### config.mk
export PLATFORM = sky130hd
export DESIGN_NAME = output_port_scheduler
export DESIGN_NICKNAME = d
export VERILOG_FILES = /design/src/rtl/output_port_scheduler.sv
export SDC_FILE = /design/constraint.sdc
export NUM_CORES = 1
export LEC_CHECK = 0
export CAP_MARGIN = 20
export CORE_MARGIN = 2
export CORE_UTILIZATION = 53
export CTS_CLUSTER_SIZE = 20
export DETAILED_ROUTE_END_ITERATION = 8
export HOLD_SLACK_MARGIN = 0.06
export PLACE_DENSITY = 0.82
export SYNTH_ARGS = -nofsm -noshare
export SYNTH_HDL_FRONTEND = slang
export SYNTH_SLANG_ARGS = --single-unit
export TNS_END_PERCENT = 1
### constraint.sdc
create_clock -name clk -period 5.57 [get_ports clk]
set_clock_uncertainty 0.2 [all_clocks]
set_input_delay 1.114 -clock clk [delete_from_list [all_inputs] [get_ports clk]]
set_output_delay 1.114 -clock clk [all_outputs]
set_load 0.005 [all_outputs]
### src/rtl/output_port_scheduler.sv
// Output-port packet scheduler: round-robin over four requesters at packet granularity, credit-paced flit reads.
// Optional OPS_CREDIT_BYPASS_EN lets a same-cycle credit pulse enable a read while the credit count is zero.
module output_port_scheduler #(
    parameter  int PKT_FLITS = 4,
    parameter  int CREDITS   = 4,
    localparam int CW        = $clog2(CREDITS + 1)
) (
    input  logic          clk,
    input  logic          reset,
    input  logic [3:0]    req_i,
    input  logic          credit_i,
    output logic [3:0]    grant_o,
    output logic [3:0]    read_o,
    output logic [2:0]    mux_sel_o,
    output logic          valid_o,
    output logic          pkt_done_o,
    output logic [CW-1:0] credits_o,
    output logic          credit_err_o
);
    typedef enum logic [0:0] {IDLE = 1'b0, XFER = 1'b1} state_e;

    localparam logic [CW-1:0] CRED_MAX  = CW'(CREDITS);
    localparam logic [3:0]    LAST_FLIT = 4'(PKT_FLITS - 1);

    state_e        state_q, state_d;
    logic [1:0]    owner_q, owner_d;
    logic [1:0]    rr_ptr_q, rr_ptr_d;
    logic [3:0]    flit_cnt_q, flit_cnt_d;
    logic [3:0]    grant_q, grant_d;
    logic [2:0]    mux_sel_q, mux_sel_d;
    logic [CW-1:0] credits_q, credits_d;
    logic          credit_err_q, credit_err_d;

    logic          send_ok_s;
    logic [3:0]    read_s;
    logic          pkt_done_s;
    logic          pick_vld_s;
    logic [1:0]    pick_idx_s;

    // Round-robin pick: lowest offset from rr_ptr wins, so scan offsets from highest down.
    always_comb begin
        pick_vld_s = 1'b0;
        pick_idx_s = rr_ptr_q;
        for (int i = 3; i >= 0; i--) begin
            if (req_i[rr_ptr_q + 2'(i)]) begin
                pick_vld_s = 1'b1;
                pick_idx_s = rr_ptr_q + 2'(i);
            end else begin
                pick_vld_s = pick_vld_s;
            end
        end
    end

    // Read permission from the credit count (plus same-cycle credit when bypass is built in).
    always_comb begin
`ifdef OPS_CREDIT_BYPASS_EN
        send_ok_s = (credits_q != {CW{1'b0}}) || credit_i;
`else
        send_ok_s = (credits_q != {CW{1'b0}});
`endif
    end

    // Arbitration / transfer FSM next-state and flit strobes.
    always_comb begin
        state_d    = state_q;
        owner_d    = owner_q;
        rr_ptr_d   = rr_ptr_q;
        flit_cnt_d = flit_cnt_q;
        grant_d    = grant_q;
        mux_sel_d  = mux_sel_q;
        read_s     = 4'b0000;
        pkt_done_s = 1'b0;
        case (state_q)
            IDLE: begin
                if (pick_vld_s) begin
                    state_d    = XFER;
                    owner_d    = pick_idx_s;
                    flit_cnt_d = 4'd0;
                    grant_d    = 4'b0001 << pick_idx_s;
                    mux_sel_d  = {1'b0, pick_idx_s};
                end else begin
                    state_d = IDLE;
                end
            end
            XFER: begin
                if (req_i[owner_q] && send_ok_s) begin
                    read_s = 4'b0001 << owner_q;
                    if (flit_cnt_q == LAST_FLIT) begin
                        pkt_done_s = 1'b1;
                        rr_ptr_d   = owner_q + 2'd1;
                        state_d    = IDLE;
                        flit_cnt_d = 4'd0;
                        grant_d    = 4'b0000;
                        mux_sel_d  = 3'd7;
                    end else begin
                        flit_cnt_d = flit_cnt_q + 4'd1;
                    end
                end else begin
                    state_d = XFER;
                end
            end
            default: begin
                state_d   = IDLE;
                grant_d   = 4'b0000;
                mux_sel_d = 3'd7;
            end
        endcase
    end

    // Credit counter with saturation at CREDITS and sticky overflow flag.
    always_comb begin
        credits_d    = credits_q;
        credit_err_d = credit_err_q | (credit_i && (credits_q == CRED_MAX));
        case ({credit_i, |read_s})
            2'b10: begin
                if (credits_q == CRED_MAX) begin
                    credits_d = credits_q;
                end else begin
                    credits_d = credits_q + {{(CW-1){1'b0}}, 1'b1};
                end
            end
            2'b01:   credits_d = credits_q - {{(CW-1){1'b0}}, 1'b1};
            default: credits_d = credits_q;
        endcase
    end

    // State registers with synchronous active-low reset.
    always_ff @(posedge clk) begin
        if (!reset) begin
            state_q      <= IDLE;
            owner_q      <= 2'd0;
            rr_ptr_q     <= 2'd0;
            flit_cnt_q   <= 4'd0;
            grant_q      <= 4'b0000;
            mux_sel_q    <= 3'd7;
            credits_q    <= CRED_MAX;
            credit_err_q <= 1'b0;
        end else begin
            state_q      <= state_d;
            owner_q      <= owner_d;
            rr_ptr_q     <= rr_ptr_d;
            flit_cnt_q   <= flit_cnt_d;
            grant_q      <= grant_d;
            mux_sel_q    <= mux_sel_d;
            credits_q    <= credits_d;
            credit_err_q <= credit_err_d;
        end
    end

    assign grant_o      = grant_q;
    assign mux_sel_o    = mux_sel_q;
    assign read_o       = read_s;
    assign valid_o      = |read_s;
    assign pkt_done_o   = pkt_done_s;
    assign credits_o    = credits_q;
    assign credit_err_o = credit_err_q;
endmodule

# After elaboration in Yosys (flattened, before gate mapping)
# Index checks and enable logic that the tools add are counted.
[totals]
romBits = 0
word_cells = 83
mem_count = 0
latchBits = 0
mem_bits_rw = 0
output_inout_bits = 17
input_bits = 7
register_bits = 20
[op_classes]
n_reduce_logical = 10
magnitude_cmp = 5
n_eq_ne = 8
shift = 2
div = 0
n_addsub = 7
bitwise = 2
mux = 41
multipliers = 0
[op_table]
columns = ["cell", "count"]
rows = [
  ["4-bit 2-to-1 mux", 8],
  ["4-bit case mux with 2 select lines", 2],
  ["2-bit by 3-bit < comparator with 1-bit output (second input constant)", 5],
  ["1-bit 2-to-1 mux", 15],
  ["3-bit 2-to-1 mux", 4],
  ["3-bit case mux with 2 select lines", 2],
  ["1-bit binary-select mux with 2-bit select", 5],
  ["2-bit 2-to-1 mux", 4],
  ["1-bit by 2-bit << shifter with 4-bit output (first input constant)", 2],
  ["2-bit AND reduction", 3],
  ["3-bit AND reduction", 2],
  ["2-bit by 1-bit adder with 2-bit output (second input constant)", 2],
  ["2-bit adder (second input constant)", 2],
  ["4-bit by 1-bit adder with 4-bit output (second input constant)", 1],
  ["4-bit by 2-bit equality test with 1-bit output (second input constant)", 1],
  ["2-bit by 1-bit inequality test with 1-bit output (second input constant)", 2],
  ["2-bit inequality test (second input constant)", 2],
  ["4-bit OR reduction", 1],
  ["3-bit by 1-bit adder with 3-bit output (second input constant)", 1],
  ["3-bit equality test (second input constant)", 1],
  ["3-bit nonzero test", 1],
  ["3-bit by 1-bit subtractor with 3-bit output (second input constant)", 1],
  ["2-bit by 1-bit equality test with 1-bit output (second input constant)", 1],
  ["2-bit equality test (second input constant)", 1],
  ["5 further kinds", 6],
]

# Depth between registers and ports, before layout
[logic_depth]
word_depth = 10
ltp_mapped = 12
ltp_nobuf = 12

# Least setup slack after synthesis
# No wires, ideal clock.
[synth_path]
path_type = "input to output"
from = "input req_i[3]"
to = "output valid_o"
arrival_ps = 1938
setup_slack_ps = 2318
required_time_ps = 4256
n_path_buf = 0
path_stages = 3
cell_sequence = "mux4_2 -> nand3_1 -> inv_1"
[synth_between]
elab_chain_cells = 6
[synth_lines]
columns = ["item", "line", "rtl"]
rows = [
  ["from (decl)", "10", "input logic [3:0] req_i,"],
  ["1-bit binary-select mux with 2-bit select", "86", "if (req_i[owner_q] && send_ok_s) begin"],
  ["1-bit 2-to-1 mux (implied by the code)", "86", ""],
  ["1-bit logical AND", "86", ""],
  ["4-bit 2-to-1 mux", "86", ""],
  ["4-bit 2-to-1 mux", "73", "case (state_q)"],
  ["4-bit OR reduction", "153", "assign valid_o = |read_s;"],
  ["to (decl)", "15", "output logic valid_o,"],
]
# Every way passes these cells. The select of a mux whose other input is x is not followed.

# Worst setup path after layout
# Same ends and word-level chain as after synthesis.

==> flow_summary.yaml <==
outcome:
  run_status: "complete, no violations"
worst_setup_path:
  startpoint: "req_i[3]"
  critical_path_arrival_ns: 3.04
  timing.rr.end: "credits_o[1]"
  crit_top_cell: "sky130_fd_sc_hd__clkdlybuf4s50_1"
  r2r_setup_slack_ns: 2.75
  timing.critical_path.slowest_stage_cell: "sky130_fd_sc_hd__mux4_2"
  cp_data_required_time_ns: 4.26
  worstSetupPathType: "in -> out"
  worstSetupStartpointType: "input pin"
  critical-path-max-stage-delay_ns: 0.58
  crit_path_cell_trace: "clkdlybuf4s50_1, mux4_2, nand3_1, inv_1, clkdlybuf4s50_1"
  ff2ff_path_depth: 10
  path_max_fanout: 7
  timing.critical_path.to_type: "primary output"
  critical_path.reg2reg.startpoint: "owner_q[0]"
worst_hold_path:
  worst_hold_path_startpoint: "grant_o[1]"
  min_path_cells: 2
  hold_class: "reg -> reg"
  holdPathEnd: "grant_o[1]"
route:
  routed_wl_microns: 2590
  drt_drc_violations_left: 0
  drtAntennaViolNets: 0
  total_number_of_vias: 1032
  drt_wl_cell_microns: 14.2
  vias_cell: 5.64
  drtPass1Iterations: 4
  detailedRoute.firstIterationViolations: 13
synth:
  ys_top_cells_by_area: "sky130_fd_sc_hd__dfxtp_1, sky130_fd_sc_hd__ha_1, sky130_fd_sc_hd__a21oi_1, sky130_fd_sc_hd__inv_1, sky130_fd_sc_hd__nor2_1"
  synth_warnings: 0
  synth.avg_cell_area_sq_um: 8.66
  ys_seq_area_share_pct: 35.0
  async_reset_ff_share_pct: 0
  post_synth_edffs: 0
  synth_mux_area_share_pct: 6.46
  postSynth.topFlopCell: "sky130_fd_sc_hd__dfxtp_1"
  synth_fp_nets: 145
  post_synth_inst_count: 132
  synth.top_cell.area_share_pct: 35.0
  main_combinational_cell_family_by_area_after_synthesis: "simple AND/OR/NAND/NOR gates"
  synth_compound_gate_area_share_pct: 17.0
  yosysTopAreaCell: "sky130_fd_sc_hd__dfxtp_1"
  yosys_register_bits: 20
  synth.distinct_cells: 46
  synth_simple_gate_area_share_pct: 27.2
  yosys.area_share.adder_pct: 7.22
  synth.cell_area_sq_um: 1140
  synthXorXnorAreaFrac_pct: 1.53
clocking:
  htree_levels: 1
  cts_tree: "yes"
  clock-sinks: 20
  postCtsSetupBuffers: 0
  clkTransAtPathRegs_ns: 0.10
  ctsRootBufferMaster: "sky130_fd_sc_hd__clkbuf_4"
  max-clock-path-buffers: 2
  cts_buffers: 3
  cts-resized-gates: 0
  clock_insertion_delay_worst_skew_ns: 0.30
  ctsHoldBuffers: 0
placed_design:
  dp.final_hpwl_microns: 1970
  numPortBuffers: 23
  gpl.final_weighted_congestion: 0.815
  post-place-ws_ns: 1.23
final_layout:
  area_delta_synth_final_pct: 24.6
  n_antenna_cell: 0
  layout_commonest_cell: "sky130_fd_sc_hd__clkdlybuf4s50_1"
  final_cell_mix: "sky130_fd_sc_hd__clkdlybuf4s50_1, sky130_fd_sc_hd__dfxtp_1, sky130_fd_sc_hd__inv_1, sky130_fd_sc_hd__nor2_1, sky130_fd_sc_hd__nand2_1"
  drive_gt1_share_pct: 12.2
  num-nets-final: 170
floorplanning:
  die_x_microns: 50.5
  fp-row-count: 16
  start_util_pct: 57.1
  dieArea_sq_um: 2550
  core_region_area_sq_um: 2000
  chipHeight_microns: 50.5
  top_level_ports: 24
sta:
  setup-tns-final_ns: 0
  worst_slew_pin_slew_ns: 0.637
  grt_setup_unrepaired: "false"
  worst_slack_ns: 1.22
  relSlewSlack_pct: 57.2
  finish_stage_setup_viols: 0
  slew_violations: 0
  hold_violations: 0
  fmaxAchievable_mhz: 230
  min_period_over_period_pct: 78.1
  final.min_clock_period_ns: 4.35
power:
  finalPower_mw: 0.317
  vdd.ir_drop.worst_mv: 0.209
  power.density_cell_area_nw_per_um2: 223
  power.static_leakage_nw: 0.571
global_routing:
  antenna_violations_before_repair: 0
  vias_in_the_first_global_route: 908
  grt_first_pass_wirelength_microns: 4180
  grt_start_max_net_pins: 16
  grt-ovfl-total: 0
  grt.total_usage_pct: 21.6
job:
  timing.max_cap.violations: 0
-- per-layer routing --
layer	track usage [%]	vias up	wire (microns)
met3	3.57	0	139
met2	34.6	29	1220
met4	6.76	0	0
li1	-	517	-
met5	0	-	0
met1	29.7	486	1230
-- area by class of cell --
type                            instances  area [sq um]
Sequential cell                        20           400
Fill cell                             161           577
Inverter                               12          45.0
Clock buffer                            4          36.3
Timing Repair Buffer                   23           230
Tap cell                               27          33.8
Multi-Input combinational cell         97           679
-- worst max path at each step --
stage | end | slack (ns)
finish | valid_o | 1.22
global route | valid_o | 1.10
CTS | valid_o | 1.24
detailed placement | valid_o | 1.23
global placement | valid_o | 1.27
floorplan | valid_o | 2.32
-- cell usage after synthesis, drive strengths merged, types with 2 or more instances --
| library cell | instances |
|---|---|
| o21ai | 5 |
| nor3 | 2 |
| and2 | 2 |
| nand4 | 3 |
| or4 | 2 |
| clkbuf | 2 |
| nand3b | 3 |
| mux2i | 4 |
| a21oi | 11 |
| dfxtp | 20 |
| and3 | 4 |
| nand2 | 11 |
| nand3 | 4 |
| ha | 5 |
| inv | 12 |
| nor2b | 5 |
| nor2 | 13 |
-- state kept, by name, summed over array words and instances, names as in the netlist --
signal        cells
grant_o           4
state_q           1
owner_q           2
mux_sel_o         3
rr_ptr_q          2
credit_err_o      1
flit_cnt_q        4
credits_o         3
-- worst max-delay path: cells and delay by family --
family                 cells  cell delay [ns]
buffers and inverters      3             1.10
multiplexers               1             0.58
AND/OR/NAND/NOR            1             0.25
-- per-stage QoR --
step           std cells  instance area [sq um]  utilization (%)  hold slack [ns]
2_1_floorplan        132                   1140                -            0.248
3_3_place_gp         179                   1390             69.4            0.246
3_5_place_dp         179                   1390             69.4            0.253
4_1_cts              183                   1430             71.2            0.276
5_1_grt              183                   1430             71.2            0.300
6_report             183                   1430             71.2            0.274
-- cell families after synthesis --
group,Yosys count
and+or+nand+nor,56
AOI/OAI and AO/OA,27
DFF,20
buffers and inverters,15
muxes,6
adders and majority gates,6
xor gates and xnor gates,2
-- report_power, final --
group	internal [mW]	switching, mW
Combinational	0.0391	0.0351
Clock	0.0398	0.0422
Sequential	0.151	0.00985
Power figures use the tool's default switching activity.
==> edit 1 (same flow settings) <==
The option `OPS_CREDIT_BYPASS_EN` is turned on by a define.
--- a/src/rtl/output_port_scheduler.sv
+++ b/src/rtl/output_port_scheduler.sv
@@ -1,5 +1,7 @@
 // Output-port packet scheduler: round-robin over four requesters at packet granularity, credit-paced flit reads.
 // Optional OPS_CREDIT_BYPASS_EN lets a same-cycle credit pulse enable a read while the credit count is zero.
+`define OPS_CREDIT_BYPASS_EN
+
 module output_port_scheduler #(
     parameter  int PKT_FLITS = 4,
     parameter  int CREDITS   = 4,
Formal check against the unedited RTL: not equivalent (a bounded check fails within 10 cycles, from zero or initial values and one cycle with reset low).
==> edit 1 against the original RTL <==
  * Wire length shrank 9.3%
  * Synthesized area shrank 0.44%
  * Setup slack improved by 0.094 ns
  * Hold slack worse by 0.019 ns
  * Final area shrank 0.88%
  * Via count down 0.48%
  * Power decreased by 3.9%
  * Sequential cell count unchanged
  * Highest routed layer unchanged
==> edit 1: results (changes against the original RTL) <==
- Gpl congestion: 0.8455 (was 0.8148)
- Cell at the root of the clock tree: clkbuf_4 (unchanged)
- Critical Path Max Stage Delay: 0.57 ns
- Share of layout cells above drive strength 1: 0.05096 (was 0.1218)
- Worst slack, placed: 1.315 ns (was 1.233 ns)
- Crit-path max FO: 7 (unchanged)
- Maximum number of pins on one net before global-route repair: 22 (was 16)
- Vias in the first global route: 959 (was 908)
- Slew margin rel.: 0.5520 (was 0.5717)
- Netlist cell types: 41 (was 46)
- 1st-iter DRT viols: 22 (was 13)
- Maximum vdd ir drop: 0.2395 mV (was 0.2094 mV)
- Clock Latency Late Sink: 0.30 ns (about the same)
- CTS buffer count: 3 (unchanged)
- Hold buffer count at CTS: 0 (unchanged)
- Syn nets: 148 (was 145)
- Sequential area share after synthesis: 0.3516 (was 0.3501)
- Top cells by area, synth: dfxtp_1, nand2_1, ha_1, nor2b_1, mux2i_1 (was dfxtp_1, ha_1, a21oi_1, inv_1, nor2_1)
- Post-synth top cells: dfxtp_1, nand2_1, inv_1 (was dfxtp_1, inv_1, nor2_1)
- Number of vias per cell: 5.582 (was 5.639)
- Dpl hpwl: 1786 um (was 1970 um)
- Number of synthesis warnings: 0 (unchanged)
- DRT Wirelength: 2354 um (was 2594 um)
- Final net count: 171 (was 170)
- Complex-gate fraction of the synthesized area: 0.1780 (was 0.1696)
- Leak Pwr: 0.0005703 uW (was 0.0005707 uW)
- GRT Total Usage: 0.2052 (was 0.2164)
- Synth Area in Adders: 0.07253 (was 0.07221)
- Status: finished, final reports clean (unchanged)
- FILL cells: 169 (was 161)
- XOR/XNOR Fraction of Synth Area: 0.01538 (was 0.01532)
- Fmax: 234.8 MHz (was 229.8 MHz)
- First-pass GRT wire length: 4077 um (was 4181 um)
- Multiplexer area fraction after synthesis: 0.05495 (was 0.06455)
- Initial antenna violation count: 0 (unchanged)
edit 1: worst max-delay path: cells and delay by family:
family	cells	cell delay, ns
buffers and inverters	3	1.00
muxes	1	0.57
and+or+nand+nor	1	0.26
edit 1: final timing paths:
| path | startpoint | end | slack [ns] | cells past startpoint |
|---|---|---|---|---|
| min reg2reg | grant_o[1] | grant_o[1] | 0.26 | 2 |
| max reg2reg | owner_q[0] | credits_o[2] | 2.87 | 12 |
| max | req_i[3] | valid_o | 1.31 | 5 |
| min | grant_o[1] | grant_o[1] | 0.26 | 2 |
edit 1: cells by family after synthesis:
| family | Yosys count |
|---|---|
| AO/OA/AOI/OAI | 29 |
| XOR/XNOR | 2 |
| adder cells (fa/ha/maj) | 6 |
| buffers and inverters | 15 |
| flip-flops | 20 |
| multiplexers | 5 |
| AND/OR/NAND/NOR | 58 |
edit 1: metrics by stage:
| stage | area [sq um] | total power (uW) | hold slack, ns | std cells |
|---|---|---|---|---|
| finish | 1413 | 305.0 | 0.2553 | 184 |
| global route | 1413 | 321.2 | 0.2928 | 184 |
| CTS | 1413 | 308.2 | 0.2605 | 184 |
| detailed placement | 1376 | 224.8 | 0.2442 | 180 |
| global placement | 1376 | 222.6 | 0.2401 | 180 |
| floorplan | 1139 | 197.3 | 0.2471 | 135 |
edit 1: final cells by class:
cell class / count / share of cell area
well taps: 27 / 0.02392
flip-flops and latches: 20 / 0.2834
repair buffers: 23 / 0.1630
inverters: 10 / 0.02657
multi-input cells: 100 / 0.4774
clock buffers: 4 / 0.02569
edit 1: where the power goes:
part	total, uW	switching (uW)	internal, uW	leakage, uW
clock network	83.4	43.6	39.8	0.0000210
logic	63.1	29.9	33.2	0.000386
registers	158	7.92	150	0.000164
total	305	81.4	224	0.000570
edit 1: layer usage:
metal  part of all wire  wire length [um]  track usage  vias to the layer above
li1                   -                 -            -                      518
met1               0.43              1013       0.2308                      491
met2               0.54              1262       0.3991                       18
met3              0.033                78      0.05357                        0
met4                  0                 0      0.01351                        0
met5                  0                 0            0                        -
==> edit 2 (same settings) <==
Without the edit above. Make the reset (`reset`) asynchronous in one clocked block. Comments in the files are not updated.
--- a/src/rtl/output_port_scheduler.sv
+++ b/src/rtl/output_port_scheduler.sv
@@ -125,7 +125,7 @@
     end
 
     // State registers with synchronous active-low reset.
-    always_ff @(posedge clk) begin
+    always_ff @(posedge clk or negedge reset) begin
         if (!reset) begin
             state_q      <= IDLE;
             owner_q      <= 2'd0;
Behaviour: differs if reset is asserted again (counterexample within 4 cycles, from zero or initial values and one cycle with reset low); with reset held inactive, the same outputs for 10 cycles.
==> edit 2 against the original RTL <==
  * Synthesized area up 3.4%
  * Utilization down 3.3 points
  * Register-to-register slack about the same
  * Maximum frequency up 1.2%
  * Setup slack better by 0.050 ns
  * Wire length down 2.0%
  * Final area up 3.3%
  * Non-clock buffer count unchanged
  * Die area up 3.1%
  * Sequential cell count unchanged
  * Hold slack better by 0.0055 ns
  * Largest cell class unchanged
Power is not compared: it rests on default switching activity, and its combinational part moved more than twofold at a synthesized area within 25%.
==> edit 2: results (changes against the original RTL) <==
- Status: finished, final reports clean (unchanged)
- 1st-iter DRT viols: 20 (was 13)
- Asr flop ratio synth: 1.000 (was 0)
- Post-synth top cells: dfrtp_1, nand2_1, inv_1, o21ai_0 (was dfxtp_1, inv_1, nor2_1)
- Worst slack, placed: 1.284 ns (was 1.233 ns)
- Complex-gate fraction of the synthesized area: 0.1894 (was 0.1696)
- Final net count: 153 (was 170)
- Met3 Usage GRT: 0.04094 (was 0.03571)
- First-pass GRT wire length: 4257 um (was 4181 um)
- Multiplexer area fraction after synthesis: 0.05503 (was 0.06455)
- Met1 usage: 0.2391 (was 0.2974)
- WL met3: 90 um (was 139 um)
- Syn nets: 128 (was 145)
- Number of vias per cell: 5.988 (was 5.639)
- M1 wire length: 1053 um (was 1232 um)
- Gpl congestion: 0.7897 (was 0.8148)
- DR top layer: met4 (was met3)
- Maximum number of pins on one net before global-route repair: 21 (was 16)
- Grt met2 use: 0.3939 (was 0.3465)
- Slew margin rel.: 0.4126 (was 0.5717)
- GRT Total Usage: 0.2217 (was 0.2164)
- Avg WL per Cell: 15.22 um (was 14.17 um)
- Synth Area in Adders: 0.06984 (was 0.07221)
- Top cells by area, synth: dfrtp_1, dfstp_2, ha_1, nand2_1, o21ai_0 (was dfxtp_1, ha_1, a21oi_1, inv_1, nor2_1)
- Share of layout cells above drive strength 1: 0.1799 (was 0.1218)
- Post-CTS Resized: 0 (unchanged)
- Sequential area share after synthesis: 0.4275 (was 0.3501)
- XOR/XNOR Fraction of Synth Area: 0.007407 (was 0.01532)
- Worst Path Arrival: 2.99 ns (was 3.04 ns)
- Crit-path max FO: 10 (was 7)
- Vias in the first global route: 997 (was 908)
[edit 2: cell types whose count changed in the layout (fill, tap and decap cells not counted), sizes merged, moves of 2 or more]
cell | before | now
inv | 12 | 8
dfxtp | 20 | 0
a21o | 1 | 3
nor3 | 2 | 0
a21oi | 11 | 3
a31o | 0 | 2
a32o | 0 | 3
o21ai | 5 | 8
dfrtp | 0 | 16
mux2i | 4 | 2
dfstp | 0 | 4
nor2 | 13 | 4
nand3b | 3 | 1
nand4b | 0 | 2
[edit 2: critical path, stage by stage]
cell and delay (ns):
clkdlybuf4s50_1 0.51, mux4_2 0.59, nand4b_2 0.24, inv_1 0.08, clkdlybuf4s50_1 0.45
[edit 2: worst paths after layout]
kind / from / end / slack (ns) / cells past startpoint
max in group asynchronous: reset / credits_o[0] / 3.55 / 1
worst min-delay path: mux_sel_o[2] / mux_sel_o[2] / 0.28 / 2
worst min register to register: mux_sel_o[2] / mux_sel_o[2] / 0.28 / 2
min in group asynchronous: reset / grant_o[3] / 1.09 / 1
worst max register to register: owner_q[0] / credits_o[1] / 2.75 / 8
worst max-delay path: req_i[3] / pkt_done_o / 1.27 / 5
[edit 2: report_power, final]
part / switching, uW / internal [uW] / total, uW
Sequential: 58.6 / 210 / 269
Combinational: 182 / 215 / 396
Clock: 46.1 / 72.9 / 119
[edit 2: metrics by stage]
step / std cells / utilization
after CTS: 167 / 0.6788
after floorplan: 115 / -
final: 167 / 0.6788
after detailed placement: 163 / 0.6546
after global placement: 163 / 0.6546
after global routing: 167 / 0.6788
[edit 2: cell type report]
cell class	count	area [sq um]
inverters	8	30.03
clock buffers	3	22.52
fillers	181	696.9
repair buffers	23	230.2
well taps	28	35.03
multi-input cells	84	619.3
flip-flops and latches	20	505.5
clock inverters	1	30.03
